<file path="config.mk">
export PLATFORM = sky130hd
export DESIGN_NAME = operand_fetch
export DESIGN_NICKNAME = d
export VERILOG_FILES = /design/src/rtl/operand_fetch.sv
export SDC_FILE = /design/constraint.sdc
export NUM_CORES = 1
export LEC_CHECK = 0
export CORE_MARGIN = 1
export CORE_UTILIZATION = 35
export DETAILED_ROUTE_END_ITERATION = 12
export DONT_BUFFER_PORTS = 1
export MAX_ROUTING_LAYER = met4
export RECOVER_POWER = 25
export SETUP_SLACK_MARGIN = 0.05
export SLEW_MARGIN = 5
export SYNTH_ARGS = -nofsm -noshare
export SYNTH_HDL_FRONTEND = slang
export SYNTH_SLANG_ARGS = --single-unit
</file>
<file path="constraint.sdc">
create_clock -name clk -period 7.3 [get_ports clk]
set_input_delay 1.46 -clock clk [delete_from_list [all_inputs] [get_ports clk]]
set_output_delay 1.46 -clock clk [all_outputs]
set_load 0.05 [all_outputs]
</file>
<file path="src/rtl/operand_fetch.sv">
// Operand-fetch/issue stage: reads rs1/rs2, bypasses same-cycle writeback,
// tracks pending destination writes in a scoreboard and stalls on RAW/WAW hazards.
module operand_fetch #(
  parameter int TAG_W = 32
) (
  input  logic             clk,
  input  logic             rst,
  input  logic             in_valid,
  output logic             in_ready,
  input  logic [4:0]       in_rs1,
  input  logic [4:0]       in_rs2,
  input  logic [4:0]       in_rd,
  input  logic             in_wr,
  input  logic [TAG_W-1:0] in_tag,
  output logic [4:0]       rf_rd_addr0,
  output logic [4:0]       rf_rd_addr1,
  input  logic [31:0]      rf_rd_data0,
  input  logic [31:0]      rf_rd_data1,
  input  logic             wb_ena,
  input  logic [4:0]       wb_addr,
  input  logic [31:0]      wb_data,
  output logic             out_valid,
  input  logic             out_ready,
  output logic [31:0]      out_rs1_val,
  output logic [31:0]      out_rs2_val,
  output logic [4:0]       out_rd,
  output logic             out_wr,
  output logic [TAG_W-1:0] out_tag,
  output logic [31:0]      busy
);

  logic [31:0]      busy_reg;
  logic [31:0]      busy_next;
  logic [31:0]      clr_vec;
  logic [31:0]      set_vec;
  logic             out_valid_reg;
  logic [31:0]      rs1_val_reg;
  logic [31:0]      rs2_val_reg;
  logic [4:0]       rd_reg;
  logic             wr_reg;
  logic [TAG_W-1:0] tag_reg;

  logic             raw1;
  logic             raw2;
  logic             waw;
  logic             hazard;
  logic             accept;
  logic [31:0]      rs1_sel;
  logic [31:0]      rs2_sel;

  assign rf_rd_addr0 = in_rs1;
  assign rf_rd_addr1 = in_rs2;

  // Bit 0 of both vectors is tied low so x0 never enters the scoreboard.
  generate
    for (genvar gi = 0; gi < 32; gi++) begin : g_sb
      if (gi == 0) begin : g_zero
        assign clr_vec[gi] = 1'b0;
        assign set_vec[gi] = 1'b0;
      end else begin : g_reg
        assign clr_vec[gi] = wb_ena && (wb_addr == 5'(gi));
        assign set_vec[gi] = accept && in_wr && (in_rd == 5'(gi));
      end
    end
  endgenerate

  assign raw1   = (in_rs1 != 5'd0) && busy_reg[in_rs1] && !clr_vec[in_rs1];
  assign raw2   = (in_rs2 != 5'd0) && busy_reg[in_rs2] && !clr_vec[in_rs2];
  assign waw    = in_wr && (in_rd != 5'd0) && busy_reg[in_rd] && !clr_vec[in_rd];
  assign hazard = raw1 | raw2 | waw;

  assign in_ready = rst && !hazard && (!out_valid_reg || out_ready);
  assign accept   = in_valid && in_ready;

  // Set is OR-ed after the clear so a same-cycle re-issue keeps the register pending.
  assign busy_next = (busy_reg & ~clr_vec) | set_vec;

  always_comb begin
    rs1_sel = rf_rd_data0;
    if (in_rs1 == 5'd0)
      rs1_sel = 32'd0;
    else if (wb_ena && (wb_addr == in_rs1))
      rs1_sel = wb_data;
  end

  always_comb begin
    rs2_sel = rf_rd_data1;
    if (in_rs2 == 5'd0)
      rs2_sel = 32'd0;
    else if (wb_ena && (wb_addr == in_rs2))
      rs2_sel = wb_data;
  end

  always_ff @(posedge clk) begin
    if (!rst) begin
      busy_reg      <= 32'd0;
      out_valid_reg <= 1'b0;
      rs1_val_reg   <= 32'd0;
      rs2_val_reg   <= 32'd0;
      rd_reg        <= 5'd0;
      wr_reg        <= 1'b0;
      tag_reg       <= '0;
    end else begin
      busy_reg <= busy_next;
      if (accept) begin
        out_valid_reg <= 1'b1;
        rs1_val_reg   <= rs1_sel;
        rs2_val_reg   <= rs2_sel;
        rd_reg        <= in_rd;
        wr_reg        <= in_wr;
        tag_reg       <= in_tag;
      end else if (out_ready) begin
        out_valid_reg <= 1'b0;
      end
    end
  end

  assign out_valid   = out_valid_reg;
  assign out_rs1_val = rs1_val_reg;
  assign out_rs2_val = rs2_val_reg;
  assign out_rd      = rd_reg;
  assign out_wr      = wr_reg;
  assign out_tag     = tag_reg;
  assign busy        = busy_reg;

endmodule

</file>
Word-level counts from Yosys, hierarchy flattened
Index checks and enable logic that the tools add are counted.
Operators by class
  magnitude comparators: 3
  equal/unequal tests: 64
  muxes and demuxes: 18
  bitwise logic cells: 5
  reduce and logical (&&, ||, !) cells: 87
Operators by type and width (number)
  $eq 5x5->1 const B: 32
  $mux 32: 4
  $eq 5x4->1 const B: 16
  $logic_and 1x1->1: 75
  $eq 5x3->1 const B: 8
  $and 32x32->32: 1
  $not 32->32: 1
  $or 32x32->32: 1
  $bmux 1 s5: 6
  $eq 5x2->1 const B: 4
  $lt 5x6->1 const B: 3
  $reduce_bool 5->1: 3
  $eq 5x1->1 const B: 2
  $eq 5x5->1: 2
  $logic_not 5->1: 2
  $mux 1: 8
  $logic_not 1->1: 5
  $or 1x1->1: 2
  $reduce_bool 2->1: 1
  $logic_or 1x1->1: 1
Word-level totals
  register bits: 135
  input bits: 154
  output and inout bits: 146
  logic and storage cells: 184

Depth between registers and ports, before layout
Gate-level depths: netlist (run 1).
  depth after elaboration: 15
  depth in mapped cells: 12
  gate-level depth less buffers: 7

Worst setup path before layout (run 1)
OpenSTA, ideal clock, no wires.
  kind: input to output
  from: in in_rd[1]
  to: out in_ready
  data arrival time: 3.645 ns
  path slack: 2.195 ns
  cell stages on the path: 9
  cell sequence: buf_2 > buf_1 > mux4_2 > o21ai_0 > o22ai_1 > and4b_1 > a311oi_1 > nand2_1 > nor2_1
Between the ends
  cells in the longest elaborated chain, start to end: 8
RTL lines
  start: declaration: RTL line 12  | input logic [4:0] in_rd,
  $bmux 1 s5 or $reduce_bool 5->1 (tied branches): RTL line 69  | assign waw = in_wr && (in_rd != 5'd0) && busy_reg[in_rd] && !clr_vec[in_rd];
  $mux 1 (implied by the code) or $logic_and 1x1->1 (tied branches): RTL line 69
  $logic_and 1x1->1 or $logic_not 1->1 (tied branches): RTL line 69
  $logic_and 1x1->1 *: RTL line 69
  $or 1x1->1 *: RTL line 70  | assign hazard = raw1 | raw2 | waw;
  $logic_not 1->1 *: RTL line 72  | assign in_ready = rst && !hazard && (!out_valid_reg || out_ready);
  $logic_and 1x1->1 * (2 in a row): RTL line 72
  end: declaration: RTL line 9  | output logic in_ready,
Mark *: on every way between the ends. The rest lies on a longest branch, timed or not. The select of a mux whose other input is x is not followed.

Worst setup path after layout (run 1)
  from: in wb_addr[2]
  to: out in_ready
Between the ends
  cells in the longest elaborated chain, start to end: 11
RTL lines
  start: declaration: RTL line 20  | input logic [4:0] wb_addr,
  $eq 5x1->1 (tied with other cells): RTL line 61  | assign clr_vec[gi] = wb_ena && (wb_addr == 5'(gi));
  $logic_and 1x1->1: RTL line 61
  $bmux 1 s5, on equally long branches: RTL line 67, 68
  $mux 1, on equally long branches: RTL line 67, 68
  $logic_not 1->1, on equally long branches: RTL line 67, 68
  $logic_and 1x1->1, on equally long branches: RTL line 67, 68
  $or 1x1->1: RTL line 70
  $or 1x1->1 *: RTL line 70
  $logic_not 1->1 *: RTL line 72
  $logic_and 1x1->1 * (2 in a row): RTL line 72
Marks and branches as above.

==> impl_metrics.env, run 1 <==
export IMPL_register_area_um2=2683
export IMPL_yosysTopAreaCell="dfxtp_1"
export IMPL_die_w_um=149.3
export IMPL_yosys_top_cells_area="dfxtp_1, mux2i_1, nand2_1"
export IMPL_drtIter0Drc=385
export IMPL_crit_family="simple AND/OR/NAND/NOR gates"
export IMPL_power_density_nw_per_um2=238.6
export IMPL_fin_util=0.3889
export IMPL_hold_path_class="reg2reg"
export IMPL_cts_repair_resized=0
export IMPL_grt_pass1_vias=5694
export IMPL_max_slew_margin=0.2707
export IMPL_synth_most_common_cell="mux2i_1"
export IMPL_dp_hpwl_um=15920
export IMPL_max_cap_viol_count=0
export IMPL_multi_input_area_um2=4347
export IMPL_cp_end_kind="output port"
export IMPL_final_nets=910
export IMPL_cts_sinks=134
export IMPL_cts_root_buf="clkbuf_16"
export IMPL_cp_arrival_ns=3.67
export IMPL_path_buf_inv=0
export IMPL_cp_start_kind="input port"
export IMPL_synth_edf_count=0
export IMPL_antenna_found_initial=0
export IMPL_initial_core_util=0.3590
export IMPL_wl_um=22610
export IMPL_ys_ff_latch=134
export IMPL_fin_tns_setup_ns=0
export IMPL_report_final_hold_viol_count=0
export IMPL_syn_inst=811
export IMPL_routabilityCongestion=0.9572
export IMPL_p_leak_nw=3.405
export IMPL_path_clk_slew_ns=0.06
export IMPL_grt_use_total=0.2043
export IMPL_fmax_mhz=195.0
export IMPL_worstMarginPinSlew_ns=1.088
export IMPL_synth_top_area_share=0.3532
export IMPL_crit_type="in2out"
export IMPL_outcome="completed"
export IMPL_cts_tree="yes"
export IMPL_cts_buffers=17
export IMPL_syn_nets=965
export IMPL_ant_nets=0
export IMPL_slew_violations=0
export IMPL_die_height_um=149.3
export IMPL_syn_cell_area_um2=7595
export IMPL_wl_per_cell_um=21.66
export IMPL_insertion_delay_ns=0.42
export IMPL_cp_data_required_time_ns=5.84
export IMPL_std_cell_rows=53
export IMPL_post_route_period_util=0.7026
export IMPL_crit_fanout=14
export IMPL_synthFlopType="dfxtp_1"
export IMPL_cts_buffer_depth=2
export IMPL_seq_area_frac_synth=0.3532
export IMPL_drtPass1Iterations=4
export IMPL_irDropWorstVdd_mv=0.1448
export IMPL_grt_max_degree=143
export IMPL_rsz0062_at_grt="false"
export IMPL_setup_viol=0
export IMPL_die_area_um2=22290
export IMPL_cts_setup_buffers=0
export IMPL_port_buffers=0
export IMPL_cp_cell_sequence="or4b_1, nor3_1, o21ai_1, and4b_1, a311oi_1, nand2_1, nor2_1"
export IMPL_skew_ns=0.01441
export IMPL_grt_overflow_total=0
export IMPL_htreeDepth=4
export IMPL_drc=0
export IMPL_cpMaxStageDelayCell="nor2_1"
export IMPL_synthArstFlopShare=0
export IMPL_via_per_inst=5.737
export IMPL_period_minus_slack_ns=5.129
export IMPL_ys_types=52
export IMPL_fillers=2114
export IMPL_cpPeakStageDelay_ns=0.69
export IMPL_core_area_um2=21150
export IMPL_grt_pass1_wl_um=33400
export IMPL_areaGrowthSynthToFinish_pct=8.320
export IMPL_synth_common_cells="mux2i_1, dfxtp_1, nand2_1"
export IMPL_layout_drive_gt1_share=0.1704
export IMPL_diodes=0
export IMPL_ys_warnings_count=0
export IMPL_io_pins=300
export IMPL_avgSynthCellArea_um2=9.365
export IMPL_hold_buffers=0
export IMPL_vias=5989
## layout by cell type (no fill, tap or decap), types with 3 or more instances in the layout
master,netlist,routed
or2_2,65,65
dfxtp_1,134,134
xor2_1,8,8
clkinv_2,0,3
o21ai_0,5,3
nand2b_1,3,3
nand3_1,15,15
clkbuf_16,0,17
or4_1,3,3
o22ai_1,3,3
nand2_1,118,118
nor2b_1,4,4
nor2_1,7,6
nand4b_1,6,6
o211ai_1,30,30
nor3_1,8,8
mux4_2,18,18
nor4_1,4,3
o31ai_1,32,32
a2111oi_0,3,3
o311ai_0,7,7
clkinv_4,0,4
xnor2_1,7,7
bufinv_16,0,4
inv_1,42,42
nand4_1,4,4
buf_4,11,5
mux2i_1,174,174
## report_power, final
part	leakage, nW	switching [mW]	total (mW)	internal [mW]
combinational	2.00	0.0804	0.153	0.0722
clock	0.317	0.343	0.929	0.586
sequential	1.09	0.121	0.881	0.760
total	3.40	0.545	1.96	1.42
## logic make-up (layout without fill, tap and decap cells)
group,after synthesis,in the layout,share of synthesized area
AND/OR/NAND/NOR,246,246,0.1654
multiplexers,195,195,0.2876
flip-flops,134,134,0.3532
buffers and inverters,122,80,0.07727
AO/OA/AOI/OAI,98,98,0.09868
XOR/XNOR,15,15,0.01730
other,1,1,0.0004938
## per-stage QoR
| step | setup slack, ns | power, mW | instances | cell area (um2) | hold slack (ns) |
|---|---|---|---|---|---|
| after floorplan | 2.195 | 1.056 | 811 | 7595 | 0.6766 |
| after global placement | 2.239 | 1.049 | 1012 | 7589 | 0.6851 |
| after detailed placement | 2.189 | 1.050 | 1012 | 7589 | 0.6927 |
| after CTS | 2.193 | 1.984 | 1044 | 8227 | 0.7041 |
| after global routing | 2.098 | 2.036 | 1044 | 8227 | 0.7214 |
| final | 2.171 | 1.963 | 1044 | 8227 | 0.7000 |
## layer usage
layer	track usage	vias to the layer above	routed length, um
met4	0.09745	0	728
met5	-	-	0
met1	0.2465	2851	8960
met2	0.3149	331	10810
li1	-	2761	-
met3	0.05474	46	2111
## final timing paths
path              slack (ns)                          end  depth (start not counted)                        start
hold reg to reg         0.70  out_rs1_val[6]$_SDFFE_PN0P_                          2  out_rs1_val[6]$_SDFFE_PN0P_
hold / removal          0.70  out_rs1_val[6]$_SDFFE_PN0P_                          2  out_rs1_val[6]$_SDFFE_PN0P_
setup / recovery        2.17                     in_ready                          7                   wb_addr[2]
setup reg to reg        3.25     out_tag[22]$_SDFFE_PN0P_                          8          busy[18]$_SDFF_PN0_
## layout make-up
| class | instances | share of cell area |
|---|---|---|
| clock buffers | 18 | 0.05338 |
| clock inverters | 14 | 0.02418 |
| inverters | 42 | 0.01916 |
| multi-input cells | 555 | 0.5284 |
| flip-flops and latches | 134 | 0.3261 |
| well taps | 275 | 0.04183 |
| repair buffers | 6 | 0.006996 |
## worst register-to-register path, cell delays in order, from the launching register on
cell and delay (ns):
dfxtp_1 0.55, mux2_4 0.40, a2111o_1 0.40, o221ai_1 0.17, nor3_1 0.06, o31a_1 0.33
nand4b_1 0.93, buf_4 0.74, mux2i_1 0.30
(Power assumes the default switching activity.)
==> run 2: changes to the inputs <==
- clock period: 7.3 -> 4.2 ns (I/O delays scaled with it)
==> run 2 against run 1 <==
  * Critical path depth up 2
  * Global-route usage up 0.22 points
  * Worst setup slack worse by 1.6 ns
  * Register-to-register slack got worse by 2.3 ns
  * Via count fell by 0.40%
  * First-iteration DRC count down 1.3%
  * Power up 72%
==> impl_metrics.env, run 2 (synthesized netlist as in run 1, its figures left out) <==
export IMPL_irDropWorstVdd_mv=0.2158
export IMPL_grt_pass1_vias=5800
export IMPL_final_cells=1049
export IMPL_intPower_mw=2.397
export IMPL_hp_start="in_tag[5]"
export IMPL_switching_share=0.2894
export IMPL_antenna_found_initial=0
export IMPL_path_clk_slew_ns=0.07
export IMPL_cp_arrival_ns=2.81
export IMPL_holdWs_ns=0.5368
export IMPL_final_cell_mix="mux2i_1, dfxtp_1, nand2_1, or2_2, inv_1"
export IMPL_seqPwrFrac=0.454
export IMPL_std_cell_rows=53
export IMPL_htreeDepth=4
export IMPL_final_nets=915
export IMPL_worstMarginPinSlew_ns=0.8901
export IMPL_mostFrequentLayoutCell="mux2i_1"
export IMPL_p_leak_nw=3.395
export IMPL_fin_tns_setup_ns=0
export IMPL_cts_buffer_depth=2
export IMPL_multi_input_area_um2=4347
export IMPL_cts_setup_buffers=0
export IMPL_p_sw_uw=975.9
export IMPL_post_dp_cell_area_um2=7626
export IMPL_io_pins=300
export IMPL_register_area_um2=2683
export IMPL_power_density_nw_per_um2=409.8
export IMPL_fmax_mhz=273.9
export IMPL_drtIter0Drc=380
export IMPL_period_minus_slack_ns=3.651
export IMPL_wl_per_cell_um=21.52
export IMPL_core_area_um2=21150
export IMPL_cts_tree="yes"
export IMPL_die_w_um=149.3
export IMPL_max_slew_margin=0.4066
export IMPL_cts_buffers=17
export IMPL_skew_ns=0.02085
export IMPL_die_height_um=149.3
export IMPL_dp_cells=1017
export IMPL_max_cap_viol_count=0
export IMPL_comb_power_share=0.080
export IMPL_port_buffers=0
export IMPL_cp_end_kind="output port"
export IMPL_vias=5965
export IMPL_grt_pass1_wl_um=33780
export IMPL_rsz0062_at_grt="false"
export IMPL_diodes=0
export IMPL_cts_repair_resized=0
export IMPL_via_per_inst=5.686
export IMPL_cts_sinks=134
export IMPL_hold_path_class="in2reg"
export IMPL_cts_root_buf="clkbuf_16"
export IMPL_drc=0
export IMPL_grt_overflow_total=0
export IMPL_wl_um=22570
export IMPL_critPathLaunch="busy[15]$_SDFF_PN0_"
export IMPL_outcome="completed"
export IMPL_fillers=2138
export IMPL_insertion_delay_ns=0.43
export IMPL_grt_use_total=0.2065
export IMPL_initial_core_util=0.3590
export IMPL_p_clk_frac=0.467
export IMPL_layout_drive_gt1_share=0.1718
export IMPL_r2r_start="busy[1]$_SDFF_PN0_"
export IMPL_drtPass1Iterations=4
export IMPL_post_route_period_util=0.8693
export IMPL_routabilityCongestion=0.9843
export IMPL_dp_hpwl_um=15870
export IMPL_report_final_hold_viol_count=0
export IMPL_setup_viol=0
export IMPL_cp_start_kind="flip-flop"
export IMPL_cp_data_required_time_ns=3.36
export IMPL_ant_nets=0
export IMPL_crit_fanout=5
export IMPL_grt_max_degree=143
export IMPL_fin_area_um2=8230
export IMPL_areaGrowthSynthToFinish_pct=8.369
export IMPL_die_area_um2=22290
export IMPL_slew_violations=0
export IMPL_crit_type="reg2out"
export IMPL_hold_buffers=0
[run 2: cell count changes in the layout (fill, tap and decap cells not counted)]
cell and change:
clkinv_2 -2, clkinv_4 -3, buf_4 +2, clkbuf_8 -1, inv_6 +4, bufinv_16 -1, clkbuf_1 +3, clkinvlp_4 +3
[run 2: final cells by class]
| cell class | instances | area share |
|---|---|---|
| Multi-Input combinational cell | 555 | 0.5281 |
| Sequential cell | 134 | 0.3259 |
| Clock buffer | 17 | 0.05169 |
| Tap cell | 275 | 0.04181 |
| Clock inverter | 15 | 0.02311 |
| Inverter | 42 | 0.01915 |
| Timing Repair Buffer | 11 | 0.01019 |
[run 2: path summary, 6_finish.rpt]
kind / to / slack (ns) / cells past startpoint
setup / recovery: in_ready / 0.55 / 9
hold / removal: out_tag[5]$_SDFFE_PN0P_ / 0.54 / 2
setup reg to reg: out_rs1_val[18]$_SDFFE_PN0P_ / 0.99 / 9
hold reg to reg: out_tag[20]$_SDFFE_PN0P_ / 0.70 / 2
[run 2: per-layer routing]
layer  vias to the layer above  part of all wire  global-route usage
li1                       2759                 -                   -
met1                      2872              0.40              0.2474
met4                         0             0.024             0.08571
met5                         -                 0                   -
met2                       298              0.48              0.3270
met3                        36             0.093             0.05413
[run 2: worst max-delay path, cell delays in order (launching register included)]
cell and delay [ns]:
dfxtp_1 0.29, clkbuf_1 0.36, mux4_2 0.58, mux2i_1 0.15, o22ai_1 0.11, and4b_1 0.20
a311oi_1 0.29, nand2_1 0.10, nor2_1 0.11, buf_4 0.21
[run 2: power groups by stage]
stage / Sequential [mW] / Combinational [mW] / Clock (mW)
finish: 1.53 / 0.268 / 1.57
global route: 1.54 / 0.293 / 1.67
CTS: 1.53 / 0.269 / 1.61
detailed placement: 1.56 / 0.269 / 0
global placement: 1.56 / 0.267 / 0
floorplan: 1.54 / 0.291 / 0
[run 2: stage by stage]
| step | setup slack, ns | power [mW] | util |
|---|---|---|---|
| CTS | 0.6812 | 3.410 | 0.3896 |
| floorplan | 0.3348 | 1.835 | - |
| global placement | 0.7647 | 1.827 | 0.3605 |
| finish | 0.5490 | 3.373 | 0.3891 |
| global route | 0.4163 | 3.498 | 0.3891 |
| detailed placement | 0.7502 | 1.829 | 0.3605 |
